## src/rtl/quad_enc_pkg.sv

```systemverilog
// Shared types and constants for the quadrature encoder bank.
// Optional glitch filter is enabled with the QUAD_ENC_FILTER_EN macro.
package quad_enc_pkg;

  typedef enum logic {
    PRIME = 1'b0,
    RUN   = 1'b1
  } ch_state_e;

  typedef enum logic [1:0] {
    STEP_NONE    = 2'd0,
    STEP_FWD     = 2'd1,
    STEP_REV     = 2'd2,
    STEP_ILLEGAL = 2'd3
  } step_e;

  // Pipeline depth of the input synchroniser.
  localparam int PRIME_CYCLES = 2;

  // Classify the move from the previous {a,b} pair to the current one.
  // Forward order is 00 -> 01 -> 11 -> 10 -> 00.
  function automatic step_e decode_step(input logic [1:0] prev, input logic [1:0] cur);
    step_e s;
    if (prev == cur) begin
      s = STEP_NONE;
    end else if ((prev ^ cur) == 2'b11) begin
      s = STEP_ILLEGAL;
    end else begin
      case ({prev, cur})
        4'b0001, 4'b0111, 4'b1110, 4'b1000: s = STEP_FWD;
        default:                            s = STEP_REV;
      endcase
    end
    return s;
  endfunction

endpackage

```

## src/rtl/quad_enc_channel.sv

```systemverilog
// One quadrature channel: synchroniser, optional glitch filter
// (QUAD_ENC_FILTER_EN), PRIME/RUN FSM, step decode, counter and sticky fault.
//
// state | meaning
// PRIME | after reset; prev follows the decoded pair, no decode, no faults
// RUN   | decode prev -> current every cycle
module quad_enc_channel
  import quad_enc_pkg::*;
#(
  parameter int COUNT_W    = 32,
  parameter int FILTER_LEN = 3
) (
  input  logic               i_clk,
  input  logic               i_rst,
  input  logic               i_a,
  input  logic               i_b,
  input  logic               i_count_clear,
  input  logic               i_fault_clear,
  output logic [COUNT_W-1:0] o_count,
  output logic               o_faultn,
  output logic               o_dir
);

`ifdef QUAD_ENC_FILTER_EN
  localparam bit FILTER_EN = 1'b1;
`else
  localparam bit FILTER_EN = 1'b0;
`endif

  // PRIME must outlast the synchroniser (and filter) so that prev already
  // holds the resting pin state when decoding starts.
  localparam int PRIME_LEN = PRIME_CYCLES + (FILTER_EN ? FILTER_LEN : 0);

  logic [1:0]         r_sync1;
  logic [1:0]         r_sync2;
  logic [1:0]         w_cur;
  logic [1:0]         r_prev;
  logic [4:0]         r_prime_cnt;
  logic               w_prime_done;
  ch_state_e          r_state;
  ch_state_e          w_state_nxt;
  step_e              w_step;
  logic [COUNT_W-1:0] r_count;
  logic               r_faultn;
  logic               r_dir;

  // Two-stage synchroniser for the asynchronous {a,b} pins.
  always_ff @(posedge i_clk) begin
    if (i_rst) begin
      r_sync1 <= '0;
      r_sync2 <= '0;
    end else begin
      r_sync1 <= {i_a, i_b};
      r_sync2 <= r_sync1;
    end
  end

`ifdef QUAD_ENC_FILTER_EN
  logic [1:0] r_filt;
  logic [3:0] r_fcnt [2];

  // Each bit follows its synchronised input only after FILTER_LEN
  // consecutive samples disagree with the current filtered value.
  always_ff @(posedge i_clk) begin
    if (i_rst) begin
      r_filt    <= '0;
      r_fcnt[0] <= '0;
      r_fcnt[1] <= '0;
    end else begin
      for (int i = 0; i < 2; i++) begin
        if (r_sync2[i] == r_filt[i]) begin
          r_fcnt[i] <= '0;
        end else if (r_fcnt[i] == 4'(FILTER_LEN - 1)) begin
          r_filt[i] <= r_sync2[i];
          r_fcnt[i] <= '0;
        end else begin
          r_fcnt[i] <= r_fcnt[i] + 4'd1;
        end
      end
    end
  end

  assign w_cur = r_filt;
`else
  assign w_cur = r_sync2;
`endif

  // FSM state register.
  always_ff @(posedge i_clk) begin
    if (i_rst) r_state <= PRIME;
    else       r_state <= w_state_nxt;
  end

  // FSM next state: leave PRIME once the prime counter expires.
  always_comb begin
    w_state_nxt  = r_state;
    w_prime_done = (r_prime_cnt == 5'(PRIME_LEN));
    case (r_state)
      PRIME:   if (w_prime_done) w_state_nxt = RUN;
      RUN:     w_state_nxt = RUN;
      default: w_state_nxt = PRIME;
    endcase
  end

  // Prime cycle counter, frozen once complete.
  always_ff @(posedge i_clk) begin
    if (i_rst)                                 r_prime_cnt <= '0;
    else if (r_state == PRIME && !w_prime_done) r_prime_cnt <= r_prime_cnt + 5'd1;
  end

  assign w_step = (r_state == RUN) ? decode_step(r_prev, w_cur) : STEP_NONE;

  // Position counter, direction and sticky fault; clear has lower priority
  // than a fault but higher priority than a step.
  always_ff @(posedge i_clk) begin
    if (i_rst) begin
      r_prev   <= '0;
      r_count  <= '0;
      r_faultn <= 1'b1;
      r_dir    <= 1'b0;
    end else begin
      r_prev <= w_cur;
      if (i_count_clear)             r_count <= '0;
      else if (w_step == STEP_FWD)   r_count <= r_count + COUNT_W'(1);
      else if (w_step == STEP_REV)   r_count <= r_count - COUNT_W'(1);
      if (w_step == STEP_FWD)        r_dir <= 1'b1;
      else if (w_step == STEP_REV)   r_dir <= 1'b0;
      if (w_step == STEP_ILLEGAL)    r_faultn <= 1'b0;
      else if (i_fault_clear)        r_faultn <= 1'b1;
    end
  end

  assign o_count  = r_count;
  assign o_faultn = r_faultn;
  assign o_dir    = r_dir;

endmodule

```

## src/rtl/quad_enc_bank.sv

```systemverilog
// Multi-channel quadrature decoder bank with coherent snapshot handshake.
// Optional glitch filter in every channel is enabled with QUAD_ENC_FILTER_EN.
module quad_enc_bank #(
  parameter int NUM_CH     = 2,
  parameter int COUNT_W    = 32,
  parameter int FILTER_LEN = 3
) (
  input  logic                        CLK,
  input  logic                        reset,
  input  logic [NUM_CH-1:0]           enc_a,
  input  logic [NUM_CH-1:0]           enc_b,
  input  logic [NUM_CH-1:0]           count_clear,
  input  logic [NUM_CH-1:0]           fault_clear,
  input  logic                        snap_req,
  output logic                        snap_ack,
  output logic [NUM_CH*COUNT_W-1:0]   snap_count,
  output logic [NUM_CH*COUNT_W-1:0]   count,
  output logic [NUM_CH-1:0]           faultn,
  output logic [NUM_CH-1:0]           dir
);

  logic [NUM_CH*COUNT_W-1:0] w_count;
  logic [NUM_CH*COUNT_W-1:0] r_snap_count;
  logic                      r_req_q1;
  logic                      r_req_q2;
  logic                      r_snap_ack;
  logic                      w_snap_edge;

  for (genvar i = 0; i < NUM_CH; i++) begin : g_ch
    quad_enc_channel #(
      .COUNT_W    (COUNT_W),
      .FILTER_LEN (FILTER_LEN)
    ) u_ch (
      .i_clk         (CLK),
      .i_rst         (reset),
      .i_a           (enc_a[i]),
      .i_b           (enc_b[i]),
      .i_count_clear (count_clear[i]),
      .i_fault_clear (fault_clear[i]),
      .o_count       (w_count[i*COUNT_W +: COUNT_W]),
      .o_faultn      (faultn[i]),
      .o_dir         (dir[i])
    );
  end

  assign w_snap_edge = r_req_q1 & ~r_req_q2;

  // Register the request, detect its rising edge and capture every
  // channel's count from the same cycle.
  always_ff @(posedge CLK) begin
    if (reset) begin
      r_req_q1     <= 1'b0;
      r_req_q2     <= 1'b0;
      r_snap_ack   <= 1'b0;
      r_snap_count <= '0;
    end else begin
      r_req_q1   <= snap_req;
      r_req_q2   <= r_req_q1;
      r_snap_ack <= w_snap_edge;
      if (w_snap_edge) r_snap_count <= w_count;
    end
  end

  assign count      = w_count;
  assign snap_count = r_snap_count;
  assign snap_ack   = r_snap_ack;

endmodule

```

## config.mk

```make
export PLATFORM = sky130hd
export DESIGN_NAME = quad_enc_bank
export DESIGN_NICKNAME = d
export VERILOG_FILES = /design/src/rtl/quad_enc_pkg.sv /design/src/rtl/quad_enc_channel.sv /design/src/rtl/quad_enc_bank.sv
export SDC_FILE = /design/constraint.sdc
export NUM_CORES = 1
export LEC_CHECK = 0
export ABC_AREA = 1
export BUFFER_PORTS_ARGS = -buffer_cell sky130_fd_sc_hd__buf_2
export CAP_MARGIN = 25
export CORE_UTILIZATION = 35
export DETAILED_ROUTE_END_ITERATION = 7
export PLACE_DENSITY_LB_ADDON = 0.05
export SLEW_MARGIN = 20
export SYNTH_ARGS = -nofsm -noshare
export SYNTH_HDL_FRONTEND = slang
export SYNTH_SLANG_ARGS = --single-unit
export TNS_END_PERCENT = 30
```

## constraint.sdc

```tcl
create_clock -name CLK -period 3 [get_ports CLK]
set_clock_uncertainty 0.05 [all_clocks]
set_input_delay 0.6 -clock CLK [delete_from_list [all_inputs] [get_ports CLK]]
set_output_delay 0.6 -clock CLK [all_outputs]
set_load 0.01 [all_outputs]
```

==> results.md, run 1 <==
* Share of the synthesized area in the top cell type at 29.7%
* Tcrit/Tclk final at 97.7%
* Final min period at 2.93 ns
* Iteration-0 DRC Markers at 514
* CTS tree: done
* Slew at the pin closest to its max-slew limit at 0.822 ns
* Post-Syn Area at 10700 sq um
* Layout cells sized above 1 at 18.5%
* Crit-path cells: xnor2_1 -> and3b_1 -> o21a_1 -> ha_2 -> clkinvlp_4 -> buf_12 -> clkbuf_16 -> ha_4 -> nand2_2 -> nor2_4 -> nand2_1 -> nand3_2 -> nand2_1 -> nand2_2 -> nand2_2 -> nand3_1 -> nand3_1 -> nand2_1 -> inv_1
* Critical path class: reg2reg
* Critical path fanouts, max at 8
* Clock transition at path regs at 0.07 ns
* Ports at 144
* Die H at 177 um
* CP max stage delay at 0.36 ns
* Pleak at 7.48 nW
* Sequential-to-total area share from yosys stat at 29.7%
* Netlist cell types at 39
* PD cells at 650 nW/um^2
* Routed length on met2 at 14.1 mm
* Synth cell count leaders: nand2_1, inv_1, nor2_1
* Top-count cell post-synth: nand2_1
* Initial antenna violation count at 0
* Root Buffer: clkbuf_16
* CTS Buf Count at 17
* Mean post-synth cell area at 6.03 sq um
* Syn nets at 1862
* Unrepaired setup endpoints after global routing: true
* DIE WIDTH at 177 um
* Ys async rst share at 0%
* Post-synth EDFFs at 0
* # setup viols final at 0
* CTS sink cnt at 159
* Total global-route track usage at 21.5%
* Synth top area cells: dfxtp_1, nand2_1, inv_1, nor2_1, ha_1
* Final hold vios at 0
* Total Nets Final at 2006
* Remaining DRCs at 0
* FF+latch count, synth at 159
* Critical path's slowest cell: dfxtp_4
* Critical path's top delay family: simple AND/OR/NAND/NOR gates
* Hold Path Class: in2reg
* Worst skew pair latency at 0.45 ns
* Met3 routed WL at 1.45 mm
* Gpl congestion at 0.858
* Grt total ovfl at 0
* Pin count of the biggest net entering global routing at 80
* Vias in the first global route at 9746
* Layout Area Growth over Synthesis at 23.4%
* Port Buf Inserts at 143
* Starting Density at 35.9%
* Clock Path Buffers at 2
* Via density at 4.59
* CP endpoint kind: register
* Full die area at 31300 sq um
* Metal1 wirelength at 17.6 mm
* Total iterations of the first detailed-routing run at 7
* Max-Slew Margin vs Limit at 45.2%
* First-pass GRT wire length at 52.3 mm
* Via Count at 10700
* F_max at 341 MHz
* Cell taking the most area after synthesis: dfxtp_1
* Synth warn at 0
* Area of the core at 29900 sq um
* Worst hold-check slack at 0.314 ns
* Worst IR Drop VDD at 402 uV
* Post-route ant nets at 0
* FP Rows at 63
* Syn Inst Count at 1778
* Final HPWL DP at 24.7 mm
* Crit path required time at 3.29 ns
* Total chip power at 8.60 mW
* WL final at 33.5 mm
* Post-CTS Hold Buffers at 0
* Max Slew Vio Count at 0
* Top layer reached by signal wires: met4
* H-tree depth at 4
* CP arrival at 3.22 ns
* Status: completed
* Startpoint type of the worst setup path: register
* Post-synth top flop: dfxtp_1
* Routed len/inst at 14.4 um
* Max-cap violations at 0
* CP bufs+invs at 4
[sequential cells by signal, summed over array words and instances (netlist names)]
signal,flops
g_ch.u_ch.r_prime_cnt,10
g_ch.u_ch.r_state,2
r_req_q2,1
snap_ack,1
g_ch.u_ch.o_count,64
g_ch.u_ch.r_sync2,4
g_ch.u_ch.r_sync1,4
r_req_q1,1
g_ch.u_ch.o_dir,2
g_ch.u_ch.r_prev,4
snap_count,64
g_ch.u_ch.o_faultn,2
[report_power, final]
| group | total (mW) | internal, mW | switching [mW] | leakage (nW) |
|---|---|---|---|---|
| Combinational | 3.98 | 1.40 | 2.57 | 5.90 |
| Clock | 2.22 | 1.18 | 1.04 | 0.286 |
| Sequential | 2.41 | 2.26 | 0.148 | 1.30 |
[final cells by class]
class,instances,area (sq um)
Clock buffer,18,429
Sequential cell,159,3190
Multi-Input combinational cell,1231,6640
Clock inverter,14,144
Inverter,341,1280
Timing Repair Buffer,172,1050
Tap cell,390,488
Fill cell,3196,16600
Antenna cell,1,2.50
[layer usage]
| metal | up-vias | GRT usage, % |
|---|---|---|
| li1 | 5699 | - |
| met1 | 4735 | 30.8 |
| met2 | 222 | 33.4 |
| met3 | 16 | 3.89 |
| met4 | 0 | 3.88 |
| met5 | - | 0 |
[cell usage in the layout (no fill, tap or decap), types with 3 or more instances in the layout]
cell type  instances
nor2_2            24
nand4_1            6
o21ai_0          102
nand2_1          438
a21oi_2           16
inv_6              6
nor2_1           293
o21ai_1            7
ha_2               3
and2_1             3
nand2_4            5
nor3_2             3
buf_4             20
dfxtp_1          155
ha_4              24
ha_1              44
inv_1            334
inv_8              3
clkbuf_16         20
buf_12             4
a21oi_1           64
inv_2              5
xnor2_1            7
nand2_2           48
nor2_4             7
xor2_1            27
nand3_1           75
o21bai_1           6
nand3_2            8
dfxtp_2            3
buf_2            143
[logic make-up (layout without fill, tap and decap cells)]
logic type               Yosys count  in the layout  synth area share (%)
AND/OR/NAND/NOR                  918            918                  34.8
adder cells (fa/ha/maj)           73             73                  8.66
XOR/XNOR                          36             36                  2.94
AO/OA/AOI/OAI                    204            204                  10.0
other                              0              1                     0
flip-flops                       159            159                  29.7
buffers and inverters            388            545                  13.8
[metrics by stage]
| stage | cell area, sq um | instances | util [%] | TNS [ns] | setup slack, ns |
|---|---|---|---|---|---|
| after detailed placement | 11900 | 2284 | 39.9 | 0 | 0.0312 |
| after global placement | 11900 | 2284 | 39.9 | 0 | 0.0836 |
| final | 13200 | 2326 | 44.3 | 0 | 0.0701 |
| after CTS | 12500 | 2316 | 41.8 | 0 | 0.00744 |
| after global routing | 13200 | 2325 | 44.3 | -0.676 | -0.0756 |
| after floorplan | 10700 | 1778 | - | 0 | 0.0365 |
[worst min-delay path, stage by stage]
cell    delay (ns)
buf_2         0.08
inv_1         0.04
nor2_1        0.07
[final timing paths]
path	from	end	slack, ns	depth (start not counted)
worst max-delay path	g_ch[1].u_ch.r_sync2[1]	g_ch[1].u_ch.o_count[22]	0.07	19
worst min-delay path	enc_b[0]	g_ch[0].u_ch.r_sync1[0]	0.31	3
worst max register to register	g_ch[1].u_ch.r_sync2[1]	g_ch[1].u_ch.o_count[22]	0.07	19
worst min register to register	g_ch[1].u_ch.r_sync1[0]	g_ch[1].u_ch.r_sync2[0]	0.36	2
[timing repair]
item | CTS | global route
hold endpoints to repair | 0 | 0
resized for setup | 0 | 133
buffers inserted | 0 | 5
setup endpoints to repair | 0 | 46
No activity file was read; power rests on OpenSTA's default activity.
==> inputs of run 2 (changes only) <==
ABC_AREA = not set   (was 1)
CORE_MARGIN = 2   (was not set)
==> run 2 against run 1 <==
The flow now finishes with violations (negative setup slack). Wire length shrank 19%. Clock power is essentially flat. Synthesized cell count fell by 37%. Flip-flop and latch count unchanged. Critical path depth fell by 3. Combinational power shrank 5%.
==> results.md, run 2 <==
* Status: complete, but fails checks
* Failing checks: negative setup slack
* Syn nets at 1207 (-35%)
* CTS tree: done
* Vias in the first global route at 8502 (-13%)
* Remaining DRCs at 0 (unchanged)
* Via density at 4.95 (+8.0%)
* Crit path from: g_ch[1].u_ch.r_sync2[1]
* Share of the synthesized area in the top cell type at 35.7% (+6.0 points)
* Int Pwr at 5.49 mW (+13%)
* Worst Reg-to-Reg Cells at 16 (-3)
* PD cells at 648 nW/um^2 (-0.44%)
* DIE WIDTH at 164 um (-7.6%)
* DP Worst Slack at -0.667 ns (-0.698 ns)
* Crit-path cells: nand2b_1 -> o21ai_1 -> o211ai_1 -> ha_4 -> clkinvlp_4 -> buf_12 -> ha_4 -> o211ai_1 -> o211ai_1 -> nand3b_1 -> a2111o_1 -> a211oi_2 -> nor2_2 -> xnor2_1 -> or3_1 -> a21oi_1
* Full die area at 26800 sq um (-15%)
* Ys async rst share at 0% (unchanged)
* Syn Inst Count at 1123 (-37%)
* FP Rows at 58 (-7.9%)
* Layout cells sized above 1 at 34.4% (+16 points)
* Cell taking the most area after synthesis: dfxtp_1
* Critical path fanouts, max at 14 (+6)
* Grt total ovfl at 0 (unchanged)
* Final min period at 3.65 ns (+0.723 ns)
* Critical path capture point: g_ch[1].u_ch.o_count[31]
* Most used cells in the layout excluding fill and tap cells: buf_4, nand2_1, dfxtp_1
* Hold Path Class: in2reg
* Power share of the sequential group at 27.9% (about the same)
* Number of diodes at 0 (-1)
* Commonest non-fill, non-tap cell in the layout: buf_4
* Reg-to-Reg Start: g_ch[1].u_ch.r_sync2[1]
* RR Endpoint: g_ch[1].u_ch.o_count[31]
* Total global-route track usage at 20.2% (-1.3 points)
* Setup ws final at -0.652 ns (-0.723 ns)
* Sequential-to-total area share from yosys stat at 35.7% (+6.0 points)
* Clock Path Buffers at 2 (unchanged)
* Ports at 144 (unchanged)
* Gpl congestion at 0.870 (+1.4%)
* Total chip power at 8.34 mW (-3.0%)
* Tcrit/Tclk final at 122% (+24 points)
* Switching power share of the total at 34.2% (-9.5 points)
* CP arrival at 3.95 ns (+0.73 ns)
* Register-to-register setup slack at -0.65 ns (-0.72 ns)
* H-tree depth at 4 (unchanged)
* Crit path top cell by count: o211ai_1
* Post-Syn Area at 8910 sq um (-17%)
* Post-synth top flop: dfxtp_1
* Port Buf Inserts at 143 (unchanged)
* FF+latch count, synth at 159 (unchanged)
* CP max stage delay at 0.47 ns (+0.11 ns)
* Initial antenna violation count at 0 (unchanged)
* HP Start: enc_a[0]
* Post-route ant nets at 0 (unchanged)
* Area of the core at 25100 sq um (-16%)
* Pin count of the biggest net entering global routing at 57 (-29%)
* Switching pwr at 2.85 mW (-24%)
* Die H at 164 um (-7.6%)
* Critical path's slowest cell: a2111o_1
* Clock power frac at 26.6% (+0.8 points)
* First-pass GRT wire length at 43.2 mm (-17%)
* Routed len/inst at 15.1 um (+5.0%)
* CP endpoint kind: register
* Total iterations of the first detailed-routing run at 4 (-3)
* Synth top area cells: dfxtp_1, ha_1, a21oi_1, nand2_1, nor2_1
* Unrepaired setup endpoints after global routing: true
* Pleak at 6.00 nW (-20%)
* Max-cap violations at 0 (unchanged)
* Slew at the pin closest to its max-slew limit at 0.717 ns (-0.105 ns)
* Worst hold-check slack at 0.333 ns (+0.0185 ns)
* Critical path class: reg2reg
* Max Slew Vio Count at 0 (unchanged)
* Iteration-0 DRC Markers at 436 (-15%)
* Mean post-synth cell area at 7.94 sq um (+32%)
* Logic pwr share at 45.5% (-0.7 points)
* Worst skew pair latency at 0.43 ns (-0.02 ns)
* WL final at 26.9 mm (-19%)
* F_max at 274 MHz (-20%)
* Critical path's top delay family: compound AO/OA/AOI/OAI gates
* Synth cell count leaders: nand2_1, dfxtp_1, a21oi_1
* # setup viols final at 43 (+43)
* CTS Buf Count at 17 (unchanged)
* Clock transition at path regs at 0.06 ns (about the same)
* Max-Slew Margin vs Limit at 52.0% (+6.9 points)
* Crit path required time at 3.30 ns (about the same)
* Root Buffer: clkbuf_16
* CP Depth at 16 (-3)
* Layout Area Growth over Synthesis at 44.5%
* Via Count at 8839 (-17%)
* Starting Density at 35.5% (-0.37 points)
* Total Nets Final at 1525 (-24%)
* Netlist cell types at 61 (+56%)
* CP bufs+invs at 2 (-2)
* Synth warn at 0 (unchanged)
* CTS sink cnt at 159 (unchanged)
* Startpoint type of the worst setup path: register
* Post-synth EDFFs at 0 (unchanged)
* Final hold vios at 0 (unchanged)
* Top-count cell post-synth: nand2_1
* Worst IR Drop VDD at 383 uV (-4.8%)
* Final HPWL DP at 19.3 mm (-22%)
==> run 2: cell types whose count changed after synthesis, sizes merged, moves of 11 or more <==
cell / before / now
o21ai: 109 / 57
nand2b: 0 / 11
o211ai: 1 / 12
a21o: 2 / 28
inv: 340 / 22
xnor2: 9 / 32
nor2: 324 / 106
nor2b: 0 / 22
nand3: 85 / 25
nand2: 491 / 198
a21oi: 80 / 155
==> run 2: stage by stage <==
stage	cell area, sq um	utilization [%]	std cells	setup TNS (ns)
2_1_floorplan	9110	-	1123	-19.55
3_3_place_gp	11500	45.8	1730	-14.08
3_5_place_dp	11500	45.8	1730	-14.96
4_1_cts	12700	50.7	1777	-13.20
5_1_grt	12900	51.3	1784	-24.71
6_report	12900	51.3	1784	-14.46
==> run 2: cell families (layout without fill, tap and decap cells) <==
group / after synthesis / in the layout / synth area share (%)
adders and majority gates: 73 / 73 / 10.4
buffers and inverters: 78 / 409 / 3.47
DFF: 159 / 159 / 35.7
muxes: 11 / 11 / 1.25
xor gates and xnor gates: 57 / 57 / 5.60
and+or+nand+nor: 422 / 422 / 20.9
AOI/OAI and AO/OA: 323 / 323 / 22.6
==> run 2: how the worst min path moves through the flow <==
stage / to / slack (ns) / cells after the start
2_1_floorplan: snap_ack / 0.36 / 1
6_report: g_ch[0].u_ch.r_sync1[1] / 0.33 / 2
4_1_cts: g_ch[0].u_ch.r_sync1[1] / 0.32 / 2
3_3_place_gp: g_ch[0].u_ch.r_sync2[0] / 0.37 / 1
3_5_place_dp: g_ch[0].u_ch.r_sync2[0] / 0.38 / 1
5_1_grt: g_ch[0].u_ch.r_sync1[1] / 0.34 / 2
==> run 2: cell type report <==
cell class              count  area, sq um
repair buffers            354         2440
clock inverters            11          133
fillers                  2485        12200
multi-input cells         886         6130
clock buffers              21          470
well taps                 330          413
flip-flops and latches    159         3190
inverters                  23         93.8
==> run 2: repair_timing <==
action                     in CTS  in global routing
gates cloned                    3                  0
setup endpoints to repair      43                 51
pin swaps                      44                 30
hold buffers                    0                  0
gates resized for setup        89                 23
setup buffers                  12                  8
==> run 2: routing by layer <==
| metal | up-vias | GRT usage, % | routed length [um] |
|---|---|---|---|
| li1 | 4559 | - | - |
| met1 | 4115 | 26.2 | 12600 |
| met2 | 145 | 35.1 | 13100 |
| met3 | 20 | 3.33 | 881 |
| met4 | 0 | 4.55 | 350 |
| met5 | - | 0 | 0 |
==> run 2: power groups by stage <==
stage          clock network (mW)  registers [mW]  logic, mW
2_1_floorplan                   0            2.38       2.06
3_3_place_gp                    0            2.37       3.23
3_5_place_dp                    0            2.38       3.22
4_1_cts                      2.28            2.33       3.59
5_1_grt                      2.36            2.34       4.15
6_report                     2.21            2.33       3.79
==> inputs of run 3 (changes only) <==
SETUP_SLACK_MARGIN = 0.15   (was not set)
SLEW_MARGIN = 10   (was 20)
==> run 3 against run 2 <==
The flow still finishes with violations (negative setup slack). Combinational power up 5%. Clock power hardly changed. Maximum frequency is 1.6% lower. Largest cell class unchanged. First-iteration DRC count fell by 6.4%. Setup slack worse by 0.058 ns. Critical path depth increased by 2. Clock-buffer cell count down 1. Flip-flop and latch count unchanged. Core utilization is 0.58 points higher. Critical path type unchanged. Via count up 1.3%.
==> results.md, run 3 (synthesis results as in run 2) <==
* Status: complete, but fails checks
* Failing checks: negative setup slack
* Crit path top cell by count: ha_4
* Post-CTS Hold Buffers at 0 (unchanged)
* Switching power share of the total at 34.2% (about the same)
* Crit path required time at 3.30 ns (about the same)
* Pin count of the biggest net entering global routing at 40 (-30%)
* CP max stage delay at 0.43 ns (-0.04 ns)
* Worst skew pair latency at 0.43 ns (about the same)
* Switching pwr at 2.91 mW (+2.1%)
* Commonest non-fill, non-tap cell in the layout: buf_4
* FP Rows at 58 (unchanged)
* CP arrival at 4.01 ns (+0.06 ns)
* Final hold vios at 0 (unchanged)
* Max-cap violations at 0 (unchanged)
* CP bufs+invs at 3 (+1)
* CTS sink cnt at 159 (unchanged)
* Grt total ovfl at 0 (unchanged)
* Clock transition at path regs at 0.07 ns (about the same)
* Layout Area Growth over Synthesis at 46.1%
* Routed len/inst at 15.2 um (+0.80%)
* PD cells at 653 nW/um^2 (+0.89%)
* Critical path's top delay family: compound AO/OA/AOI/OAI gates
* Hold Path Class: in2reg
* Total global-route track usage at 20.4% (+0.24 points)
* Most used cells in the layout excluding fill and tap cells: buf_4, nand2_1, dfxtp_1
* Via density at 4.97 (+0.38%)
* DP Area at 11500 sq um (+0.20%)
* Crit-path cells: nor2b_4 -> a21oi_2 -> nand2_1 -> o211ai_1 -> ha_4 -> clkinvlp_4 -> buf_12 -> buf_4 -> ha_4 -> and3_4 -> nand2_2 -> nand3b_1 -> a2111o_1 -> a211oi_2 -> nor2_1 -> xnor2_1 -> or3_1 -> a21oi_1
* Fin area at 13000 sq um (+1.1%)
* Total Nets Final at 1543 (+1.2%)
* Full die area at 26800 sq um (unchanged)
* Total chip power at 8.51 mW (+2.0%)
* Pleak at 6.05 nW (+0.86%)
* Logic pwr share at 46.7% (+1.2 points)
* Total iterations of the first detailed-routing run at 4 (unchanged)
* Clock Path Buffers at 2 (unchanged)
* DIE WIDTH at 164 um (unchanged)
* Die H at 164 um (unchanged)
* Initial antenna violation count at 0 (unchanged)
* Worst IR Drop VDD at 286 uV (-25%)
* Post-route ant nets at 0 (unchanged)
* Iteration-0 DRC Markers at 408 (-6.4%)
* CP endpoint kind: register
* Gpl congestion at 0.890 (+2.3%)
* F_max at 270 MHz (-1.6%)
* Vias in the first global route at 8564 (+0.73%)
* Layout cells sized above 1 at 36.3% (+1.9 points)
* # setup viols final at 46 (+7.0%)
* Max Slew Vio Count at 0 (unchanged)
* Register Area at 3190 sq um (about the same)
* Unrepaired setup endpoints after global routing: true
* Fill cell count at 2453 (-1.3%)
* Number of diodes at 0 (unchanged)
* Setup ws final at -0.710 ns (-0.0576 ns)
* WL final at 27.4 mm (+1.8%)
* Final HPWL DP at 20.0 mm (+3.9%)
* Via Count at 8957 (+1.3%)
* Critical path fanouts, max at 7 (-7)
* Clock power frac at 25.9% (-0.7 points)
* Remaining DRCs at 0 (unchanged)
* Port Buf Inserts at 143 (unchanged)
* CTS tree: done
* Starting Density at 35.5% (unchanged)
* Multi-input gate area at 6200 sq um (+1.1%)
* Critical path class: reg2reg
* Critical path's slowest cell: a2111o_1
* Power share of the sequential group at 27.4% (-0.5 points)
* CTS Buf Count at 17 (unchanged)
* Ports at 144 (unchanged)
* Max-Slew Margin vs Limit at 49.7% (-2.3 points)
* Root Buffer: clkbuf_16
* Tcrit/Tclk final at 124% (+1.9 points)
* First-pass GRT wire length at 43.6 mm (+0.88%)
* Int Pwr at 5.60 mW (+2.0%)
* H-tree depth at 4 (unchanged)
* Slew at the pin closest to its max-slew limit at 0.751 ns (+0.0343 ns)
* Startpoint type of the worst setup path: register
* Area of the core at 25100 sq um (unchanged)
* Final min period at 3.71 ns (+0.0576 ns)
==> run 3: changes by cell type in the layout (fill, tap and decap cells not counted), moves of 3 or more <==
cell | previous run | this run
buf_4 | 197 | 211
buf_8 | 0 | 3
or3_1 | 8 | 5
o21ai_0 | 25 | 22
or3_4 | 0 | 3
buf_12 | 6 | 2
buf_6 | 7 | 14
a21oi_1 | 136 | 129
a21oi_2 | 14 | 23
==> run 3: through the flow <==
| stage | TNS [ns] | hold WS [ns] | util [%] | setup slack (ns) | instances |
|---|---|---|---|---|---|
| 6_report | -15.75 | 0.337 | 51.9 | -0.710 | 1801 |
| 5_1_grt | -25.45 | 0.333 | 51.9 | -0.918 | 1801 |
| 4_1_cts | -12.85 | 0.322 | 49.8 | -0.627 | 1782 |
| 3_5_place_dp | -15.47 | 0.377 | 45.9 | -0.619 | 1738 |
| 3_3_place_gp | -13.87 | 0.376 | 45.9 | -0.569 | 1738 |
| 2_1_floorplan | -19.55 | 0.356 | - | -0.744 | 1123 |
==> run 3: path summary, 6_finish.rpt <==
path | to | startpoint | slack (ns) | depth (start not counted)
worst min register to register | g_ch[0].u_ch.r_sync2[0] | g_ch[0].u_ch.r_sync1[0] | 0.39 | 1
worst max register to register | g_ch[1].u_ch.o_count[31] | g_ch[1].u_ch.r_sync2[1] | -0.71 | 18
worst min-delay path | g_ch[0].u_ch.r_sync1[0] | enc_b[0] | 0.34 | 2
worst max-delay path | g_ch[1].u_ch.o_count[31] | g_ch[1].u_ch.r_sync2[1] | -0.71 | 18
==> run 3: timing repair <==
item | CTS | global route
endpoints found under the hold margin | 0 | 0
resized for setup | 60 | 81
pin swaps | 41 | 57
setup buffers | 13 | 19
setup endpoints to repair | 50 | 53
==> run 3: layer usage <==
metal / routed length, um / track usage, % / up-vias
li1: - / - / 4592
met1: 12800 / 26.3 / 4223
met2: 13500 / 35.6 / 121
met3: 753 / 3.07 / 21
met4: 373 / 5.42 / 0
met5: 0 / 0 / -
==> run 3: cell type report <==
cell class	instances	area share [%]
Sequential cell	159	24.5
Clock buffer	20	3.51
Timing Repair Buffer	372	19.5
Tap cell	330	3.17
Inverter	23	0.720
Multi-Input combinational cell	886	47.6
Clock inverter	11	1.02
==> run 3: power by group through the flow <==
stage / Combinational [mW] / Clock [mW] / Sequential [mW]
floorplan: 2.06 / 0 / 2.38
global placement: 3.27 / 0 / 2.37
detailed placement: 3.25 / 0 / 2.37
CTS: 3.58 / 2.28 / 2.33
global route: 4.34 / 2.35 / 2.35
finish: 3.97 / 2.21 / 2.33
